$ cat config.mk
export PLATFORM = sky130hd
export DESIGN_NAME = medidor_freq_flat
export DESIGN_NICKNAME = d
export VERILOG_FILES = /design/src/rtl/medidor_freq_pkg.sv /design/src/rtl/medidor_freq_if.sv /design/src/rtl/detector_borda.sv /design/src/rtl/medidor_freq.sv /design/src/flat_wrapper.sv
export SDC_FILE = /design/constraint.sdc
export NUM_CORES = 1
export LEC_CHECK = 0
export ABC_AREA = 1
export ABC_CLOCK_PERIOD_IN_PS = 2470
export BUFFER_PORTS_ARGS = -buffer_cell sky130_fd_sc_hd__buf_2
export CAP_MARGIN = 0
export CORE_ASPECT_RATIO = 1.75
export CORE_MARGIN = 2
export CORE_UTILIZATION = 40
export CTS_CLUSTER_DIAMETER = 40
export DETAILED_ROUTE_END_ITERATION = 12
export PLACE_DENSITY = 0.61
export RECOVER_POWER = 100
export SETUP_SLACK_MARGIN = 0.4
export SLEW_MARGIN = 20
export SYNTH_ARGS = -nofsm -noshare
export SYNTH_HDL_FRONTEND = slang
export SYNTH_SLANG_ARGS = --single-unit
$ cat constraint.sdc
create_clock -name clock_in -period 2.47 [get_ports clock_in]
set_clock_uncertainty 0.15 [all_clocks]
set_input_delay 0.494 -clock clock_in [delete_from_list [all_inputs] [get_ports clock_in]]
set_output_delay 0.494 -clock clock_in [all_outputs]
set_load 0.05 [all_outputs]
$ cat src/rtl/medidor_freq_pkg.sv
// ============================================================================
// Module : medidor_freq_pkg
// Brief  : Shared constants and state encoding for the frequency meter.
// Rev    : 1.0
// ============================================================================
`default_nettype none

package medidor_freq_pkg;

    localparam int CLOCK_HZ = 50_000_000;

    localparam logic [0:0] ARMANDO = 1'b0;
    localparam logic [0:0] MEDINDO = 1'b1;

    // One-second gate; the count then reads directly in Hz
    localparam int GATE_CYCLES_DEF = CLOCK_HZ;
    localparam int COUNT_W_DEF     = $clog2(CLOCK_HZ + 1);

    function automatic int gate_w(input int gate);
        return (gate <= 2) ? 1 : $clog2(gate);
    endfunction

endpackage

`default_nettype wire

$ cat src/rtl/medidor_freq_if.sv
// ============================================================================
// Module : medidor_freq_if
// Brief  : Measured input and published result of the frequency meter.
// Rev    : 1.0
// ============================================================================
`default_nettype none

interface medidor_freq_if
    import medidor_freq_pkg::*;
#(
    parameter int COUNT_W = COUNT_W_DEF
);
    logic               sinal_in;
    logic [COUNT_W-1:0] freq_out;
    logic               valid_out;
    logic               overflow_out;

    modport master (
        output sinal_in,
        input  freq_out,
        input  valid_out,
        input  overflow_out
    );

    modport slave (
        input  sinal_in,
        output freq_out,
        output valid_out,
        output overflow_out
    );
endinterface

`default_nettype wire

$ cat src/rtl/detector_borda.sv
// ============================================================================
// Module : detector_borda
// Brief  : Two-flop synchronizer plus registered one-cycle rising-edge pulse.
// Rev    : 1.0
// ============================================================================
`default_nettype none

module detector_borda (
    input  wire logic clock_in,
    input  wire logic reset,
    input  wire logic sinal_in,
    output logic      borda_out
);
    logic r_sync1;
    logic r_sync2;
    logic r_prev;
    logic r_borda;

    always_ff @(posedge clock_in) begin
        if (reset) begin
            r_sync1 <= 1'b0;
            r_sync2 <= 1'b0;
            r_prev  <= 1'b0;
            r_borda <= 1'b0;
        end else begin
            r_sync1 <= sinal_in;
            r_sync2 <= r_sync1;
            r_prev  <= r_sync2;
            r_borda <= r_sync2 & ~r_prev;
        end
    end

    assign borda_out = r_borda;

endmodule

`default_nettype wire

$ cat src/rtl/medidor_freq.sv
// ============================================================================
// Module : medidor_freq
// Brief  : Counts input rising edges per gate window and publishes the count.
// Rev    : 1.0
// ============================================================================
`default_nettype none

module medidor_freq
    import medidor_freq_pkg::*;
#(
    parameter int GATE_CYCLES = GATE_CYCLES_DEF,
    parameter int COUNT_W     = COUNT_W_DEF
) (
    input  wire logic       clock_in,
    input  wire logic       reset,
    medidor_freq_if.slave   bus
);
    localparam int              G_W    = gate_w(GATE_CYCLES);
    localparam logic [G_W-1:0]  G_LAST = G_W'(GATE_CYCLES - 1);

    logic               w_borda;
    logic               w_terminal;
    logic [COUNT_W-1:0] w_final;
    logic               w_flag_final;

    logic [G_W-1:0]     r_gate;
    logic [COUNT_W-1:0] r_count;
    logic               r_flag;
    logic [0:0]         r_state;
    logic [COUNT_W-1:0] r_freq;
    logic               r_valid;
    logic               r_ovf;

    detector_borda u_detector (
        .clock_in  (clock_in),
        .reset     (reset),
        .sinal_in  (bus.sinal_in),
        .borda_out (w_borda)
    );

    // Saturating next count; also the window total on the terminal cycle
    always_comb begin
        w_terminal   = (r_gate == G_LAST);
        w_final      = r_count;
        w_flag_final = r_flag;
        if (w_borda) begin
            if (&r_count) begin
                w_flag_final = 1'b1;
            end else begin
                w_final = r_count + COUNT_W'(1);
            end
        end
    end

    always_ff @(posedge clock_in) begin
        if (reset) begin
            r_gate  <= '0;
            r_count <= '0;
            r_flag  <= 1'b0;
            r_state <= ARMANDO;
            r_freq  <= '0;
            r_valid <= 1'b0;
            r_ovf   <= 1'b0;
        end else begin
            r_valid <= 1'b0;
            if (w_terminal) begin
                r_gate  <= '0;
                r_count <= '0;
                r_flag  <= 1'b0;
                r_state <= MEDINDO;
                // The first window after reset may hold a synchronizer artefact
                if (r_state == MEDINDO) begin
                    r_freq  <= w_final;
                    r_ovf   <= w_flag_final;
                    r_valid <= 1'b1;
                end
            end else begin
                r_gate  <= r_gate + G_W'(1);
                r_count <= w_final;
                r_flag  <= w_flag_final;
            end
        end
    end

    assign bus.freq_out     = r_freq;
    assign bus.valid_out    = r_valid;
    assign bus.overflow_out = r_ovf;

endmodule

`default_nettype wire
$ cat src/flat_wrapper.sv
// flat-port wrapper written by rule: the top's interface ports become plain ports
module medidor_freq_flat import medidor_freq_pkg::*;
#(
    parameter int GATE_CYCLES = GATE_CYCLES_DEF,
    parameter int COUNT_W     = COUNT_W_DEF
)
  (clock_in, reset, bus_sinal_in, bus_freq_out, bus_valid_out, bus_overflow_out);
  medidor_freq_if #(.COUNT_W(COUNT_W)) bus_i ();
  input  wire logic clock_in;
  input  wire logic reset;
  input wire logic [$bits(bus_i.sinal_in)-1:0] bus_sinal_in;
  output wire logic [$bits(bus_i.freq_out)-1:0] bus_freq_out;
  output wire logic [$bits(bus_i.valid_out)-1:0] bus_valid_out;
  output wire logic [$bits(bus_i.overflow_out)-1:0] bus_overflow_out;
  assign bus_i.sinal_in = bus_sinal_in;
  assign bus_freq_out = bus_i.freq_out;
  assign bus_valid_out = bus_i.valid_out;
  assign bus_overflow_out = bus_i.overflow_out;
  medidor_freq #(.GATE_CYCLES(GATE_CYCLES), .COUNT_W(COUNT_W)) u_core (.clock_in(clock_in), .reset(reset), .bus(bus_i));
endmodule
Word-level counts from Yosys, hierarchy flattened:

Index checks and enable logic that the tools add are counted.

* bits in registers: 86
* bits of input ports: 3
* output and inout port bits: 28
* logic and storage cells: 26

* add/sub/neg operators: 2
* eq/ne operators: 1
* multiplexer cells: 5
* bitwise gates (word level): 3
* reductions and logical operators: 4

Operator list (count)
* 26-bit by 1-bit adder with 26-bit output (second input constant): 2
* 26-bit two-way mux: 2
* 26-bit == test (second input constant): 1
* 26-bit AND reduction: 1
* 2-bit OR reduction: 2
* 1-bit two-way mux: 3
* 1-bit NOT: 2
* 2-bit AND reduction: 1
* 1-bit bitwise AND: 1

Depth between registers and ports, before layout:

* depth after elaboration: 3
* depth in mapped cells: 12

Cells and area by module:

From an unflattened synthesis, not the netlist that was laid out.

* cell total of the unflattened synthesis: 674
* area, all modules: 4565.6 um^2

By module, submodules not included
* medidor_freq: instances 1, cells each 662, area an instance 4450.5 um^2
* detector_borda: instances 1, cells each 12, area an instance 115.1 um^2

Least setup slack after synthesis:

Ideal clock, no wire load.

* path type: reg2reg
* start: register u_core.r_gate[0]
* end: register u_core.r_count[7]
* setup time: 0.123 ns
* arrival: 1.527 ns
* data required time: 2.197 ns
* path slack: 0.670 ns
* stages on the path, launching flop included: 13
* buffers on the path: 2
* path through: dfxtp_1 -> ha_1 -> nand2_1 -> inv_2 -> nand2_2 -> nor2_4 -> inv_2 -> nor2_2 -> nand2_1 -> nand2_1 -> buf_6 -> buf_6 -> a21oi_1

* word-level cells in the longest chain between the ends: 2

RTL lines
* from (decl): RTL line medidor_freq.sv:26 `logic [G_W-1:0] r_gate;`
* from (signal assigned): RTL line medidor_freq.sv:78 `r_gate <= r_gate + G_W'(1);`
* 26-bit == test: RTL line medidor_freq.sv:43 `w_terminal = (r_gate == G_LAST);`
* 2-bit OR reduction (no line)
* to (signal assigned): RTL line medidor_freq.sv:79 `r_count <= w_final;`
* to (decl): RTL line medidor_freq.sv:27 `logic [COUNT_W-1:0] r_count;`

Every way passes these cells.
A chain may end at the register's enable or synchronous reset.

Final worst setup path:

* start: register u_core.r_count[0]
* end: register u_core.r_count[12]

* word-level cells in the longest chain between the ends: 3

RTL lines
* 26-bit by 1-bit adder with 26-bit output / 26-bit AND reduction (equally long branches): RTL line medidor_freq.sv:50, medidor_freq.sv:47
* 26-bit two-way mux (*): RTL line medidor_freq.sv:47 `if (&r_count) begin`
* 26-bit two-way mux (*): RTL line medidor_freq.sv:46 `if (w_borda) begin`

Every way passes the cells marked *; elsewhere a longest branch is shown, timed or not.

==> flow_summary.json <==
{
  "synth_ff_type": "dfxtp_1",
  "synth.net_count": 677,
  "p_comb_share_pct": 2.0,
  "swShare_pct": 21.6,
  "switchingPower_mw": 0.588,
  "power.density_nw_per_um2": 530,
  "place_area_um2": 4860,
  "crit_family": "simple AND/OR/NAND/NOR gates",
  "path_clk_slew_ps": 60,
  "ys_warn_count": 0,
  "synthAdderAreaFrac_pct": 0.548,
  "io_buffers": 30,
  "cap_violations": 0,
  "first_iter_violations": 233,
  "worstSkewPairLatency_ps": 340,
  "fp.dieW_um": 84.8,
  "gp_congestion": 0.956,
  "design.portCount": 31,
  "routed_via_density": 5.07,
  "synth_edf_count": 0,
  "crit_path_start": "u_core.r_count[0]",
  "yosysUniqueCellTypes": 30,
  "hold_path_class": "in -> reg",
  "cp_slowest_cell": "dfxtp_1",
  "worstSetupPathType": "reg -> reg",
  "status": "finished, final reports clean",
  "drive_gt1_share_pct": 11.6,
  "wl_per_cell_um": 14.0,
  "netlist_area_um2": 4570,
  "nets": 716,
  "critPathCapture": "u_core.r_count[12]",
  "drc": 0,
  "ant_nets": 0,
  "antenna_found_initial": 0,
  "endpoint_kind": "flip-flop",
  "finalWirelength_um": 11900,
  "min_period_ps": 2240,
  "yosysSeqAreaShare_pct": 37.7,
  "coreArea_um2": 11100,
  "antenna_cells": 0,
  "async_flop_share_pct": 0,
  "dp_cells": 829,
  "timing.final.ws_setup_ps": 234,
  "htreeDepth": 3,
  "stdcell_area_um2": 5140,
  "numCtsBuffers": 9,
  "pwr-share-clk_pct": 46.6,
  "max-vdd-ir-drop_mv": 0.342,
  "critPathArrivalTime_ps": 2350,
  "path_cells": "ha_4, nand2_2, nor2_4, nand2_4, nor2_2, nand3_2, nand3_2, nand2_1, a21oi_1",
  "synthSimpleGateAreaFrac_pct": 39.1,
  "pwr-share-seq_pct": 51.4,
  "dp_slack_ps": 450,
  "grt_pass1_vias": 4068,
  "cpMostUsedCell": "nand3_2",
  "rsz0062_at_grt": "true",
  "final_util_pct": 46.3,
  "layout_worst_path_cycle_share_pct": 90.5,
  "total_power_mw": 2.73,
  "syn_area_per_cell_um2": 6.80,
  "syn_to_final_growth_pct": 12.5,
  "synth_top_family_by_area": "simple AND/OR/NAND/NOR gates",
  "vias": 4296,
  "r2r_slack_ps": 230,
  "path_max_fanout": 7,
  "place_hpwl_um": 8830,
  "path_buf_inv": 0,
  "ys_seq_elements": 86,
  "synth_compound_area_share_pct": 8.32,
  "cts_max_path_buffers": 2,
  "syn_inst": 672,
  "hold_violations": 0,
  "tightest_slew_ps": 1440,
  "yosys-mux-area-fraction_pct": 0,
  "grt_usage_pct": 19.5,
  "grt_max_degree": 34,
  "synth_xor_area_share_pct": 2.30,
  "cts_root_buffer": "clkbuf_16",
  "required_ps": 2580,
  "die_area_um2": 12300,
  "cts_hold_buffers": 0,
  "finalMaxSlewViolations": 0,
  "firstDrtPassIters": 5,
  "grt_overflow": 0,
  "synth_area_leaders": "dfxtp_1 38%, nand2_1 13%, inv_1 8.7%",
  "clkSinkCount": 86,
  "final.setup.tns_ps": 0,
  "rr_endpoint": "u_core.r_count[12]",
  "whs_ps": 210,
  "rows": 51,
  "synth_area_leader_cell": "dfxtp_1",
  "intPower_mw": 2.14,
  "cp-start-kind": "flip-flop",
  "r2r_start": "u_core.r_count[0]",
  "yosysTopAreaCellShare_pct": 37.7,
  "cts_tree": "yes",
  "initial_core_util_pct": 41.2,
  "die_h_um": 145,
  "cpPeakStageDelay_ps": 440,
  "reg2reg_depth": 9,
  "relSlewSlack_pct": 4.29,
  "setup_viol": 0,
  "grt_pass1_wl_um": 19200,
  "crit_cells": 9,
  "final_cell_count_no_fill": 847,
  "leakage_nw": 1.95,
  "clock.fmax_ghz": 0.447
}
## per-layer routing
metal,part of all wire [%],vias up,routed length [µm],GRT usage (%)
met5,0,-,0,0
met4,3.8,0,450,8.17
met3,2.7,29,317,3.23
met2,57,77,6780,38.5
met1,37,1965,4350,19.2
li1,-,2225,-,-
## layout by cell type (no fill, tap or decap), types with 5 or more instances in the layout
cell type,n
nand3_1,51
nand4_1,26
nor3_1,16
xnor2_1,9
nand2_2,6
nand2_1,164
clkbuf_1,31
nor2_2,9
dfxtp_1,84
nor2_4,5
inv_1,108
o21ai_0,8
clkbuf_16,9
nand3_2,14
nor2_1,58
or2_2,6
a21oi_1,64
buf_4,11
## repair_timing
action / in CTS / in global routing
setup endpoints to repair: 0 / 79
resized for setup: 0 / 12
buffers inserted: 0 / 2
## cell type report
cell class	count	area (µm²)
Clock inverter	3	20.0
Multi-Input combinational cell	456	2310
Tap cell	132	165
Clock buffer	12	256
Fill cell	1180	5960
Sequential cell	86	1720
Inverter	114	430
Timing Repair Buffer	44	231
## synth_stat cells, types with 8 or more instances
master	n
nor3_1	16
a21oi_1	64
nand2_1	163
nand3_1	52
xnor2_1	9
nand4_1	26
dfxtp_1	86
nand3_2	12
o21ai_0	8
inv_1	106
nor2_1	60
## cell families after synthesis
logic type               after synthesis
XOR/XNOR                              12
AND/OR/NAND/NOR                      366
buffers and inverters                131
flip-flops                            86
AO/OA/AOI/OAI                         75
adder cells (fa/ha/maj)                2
## worst register-to-register path: cells and delay by family (launching register included)
| kind | cells | cell delay, ps |
|---|---|---|
| adders and majority gates | 1 | 200 |
| AOI/OAI and AO/OA | 1 | 180 |
| and+or+nand+nor | 7 | 1210 |
| DFF | 1 | 440 |
## power by group through the flow
stage / Sequential [mW] / Clock [mW] / Combinational (mW)
floorplan: 1.43 / 0 / 0.0391
global placement: 1.43 / 0 / 0.0556
detailed placement: 1.43 / 0 / 0.0563
CTS: 1.40 / 1.30 / 0.0564
global route: 1.40 / 1.35 / 0.0616
finish: 1.40 / 1.27 / 0.0549
## worst min-delay path by stage
| stage | from | end | slack [ps] | cells after the start |
|---|---|---|---|---|
| floorplan | u_core.u_detector.r_prev | u_core.u_detector.borda_out | 220 | 1 |
| global placement | u_core.u_detector.r_prev | u_core.u_detector.borda_out | 230 | 1 |
| detailed placement | u_core.u_detector.r_prev | u_core.u_detector.borda_out | 240 | 1 |
| CTS | bus_sinal_in | u_core.u_detector.r_sync1 | 200 | 3 |
| global route | bus_sinal_in | u_core.u_detector.r_sync1 | 220 | 3 |
| finish | bus_sinal_in | u_core.u_detector.r_sync1 | 210 | 3 |
## registers in the layout (all words and copies together) (netlist names)
register,flops
u_core.r_count,26
u_core.bus.overflow_out,1
u_core.u_detector.borda_out,1
u_core.r_gate,26
u_core.r_flag,1
u_core.bus.freq_out,26
u_core.bus.valid_out,1
u_core.u_detector.r_sync2,1
u_core.u_detector.r_sync1,1
u_core.r_state,1
u_core.u_detector.r_prev,1
Power figures use the tool's default switching activity.
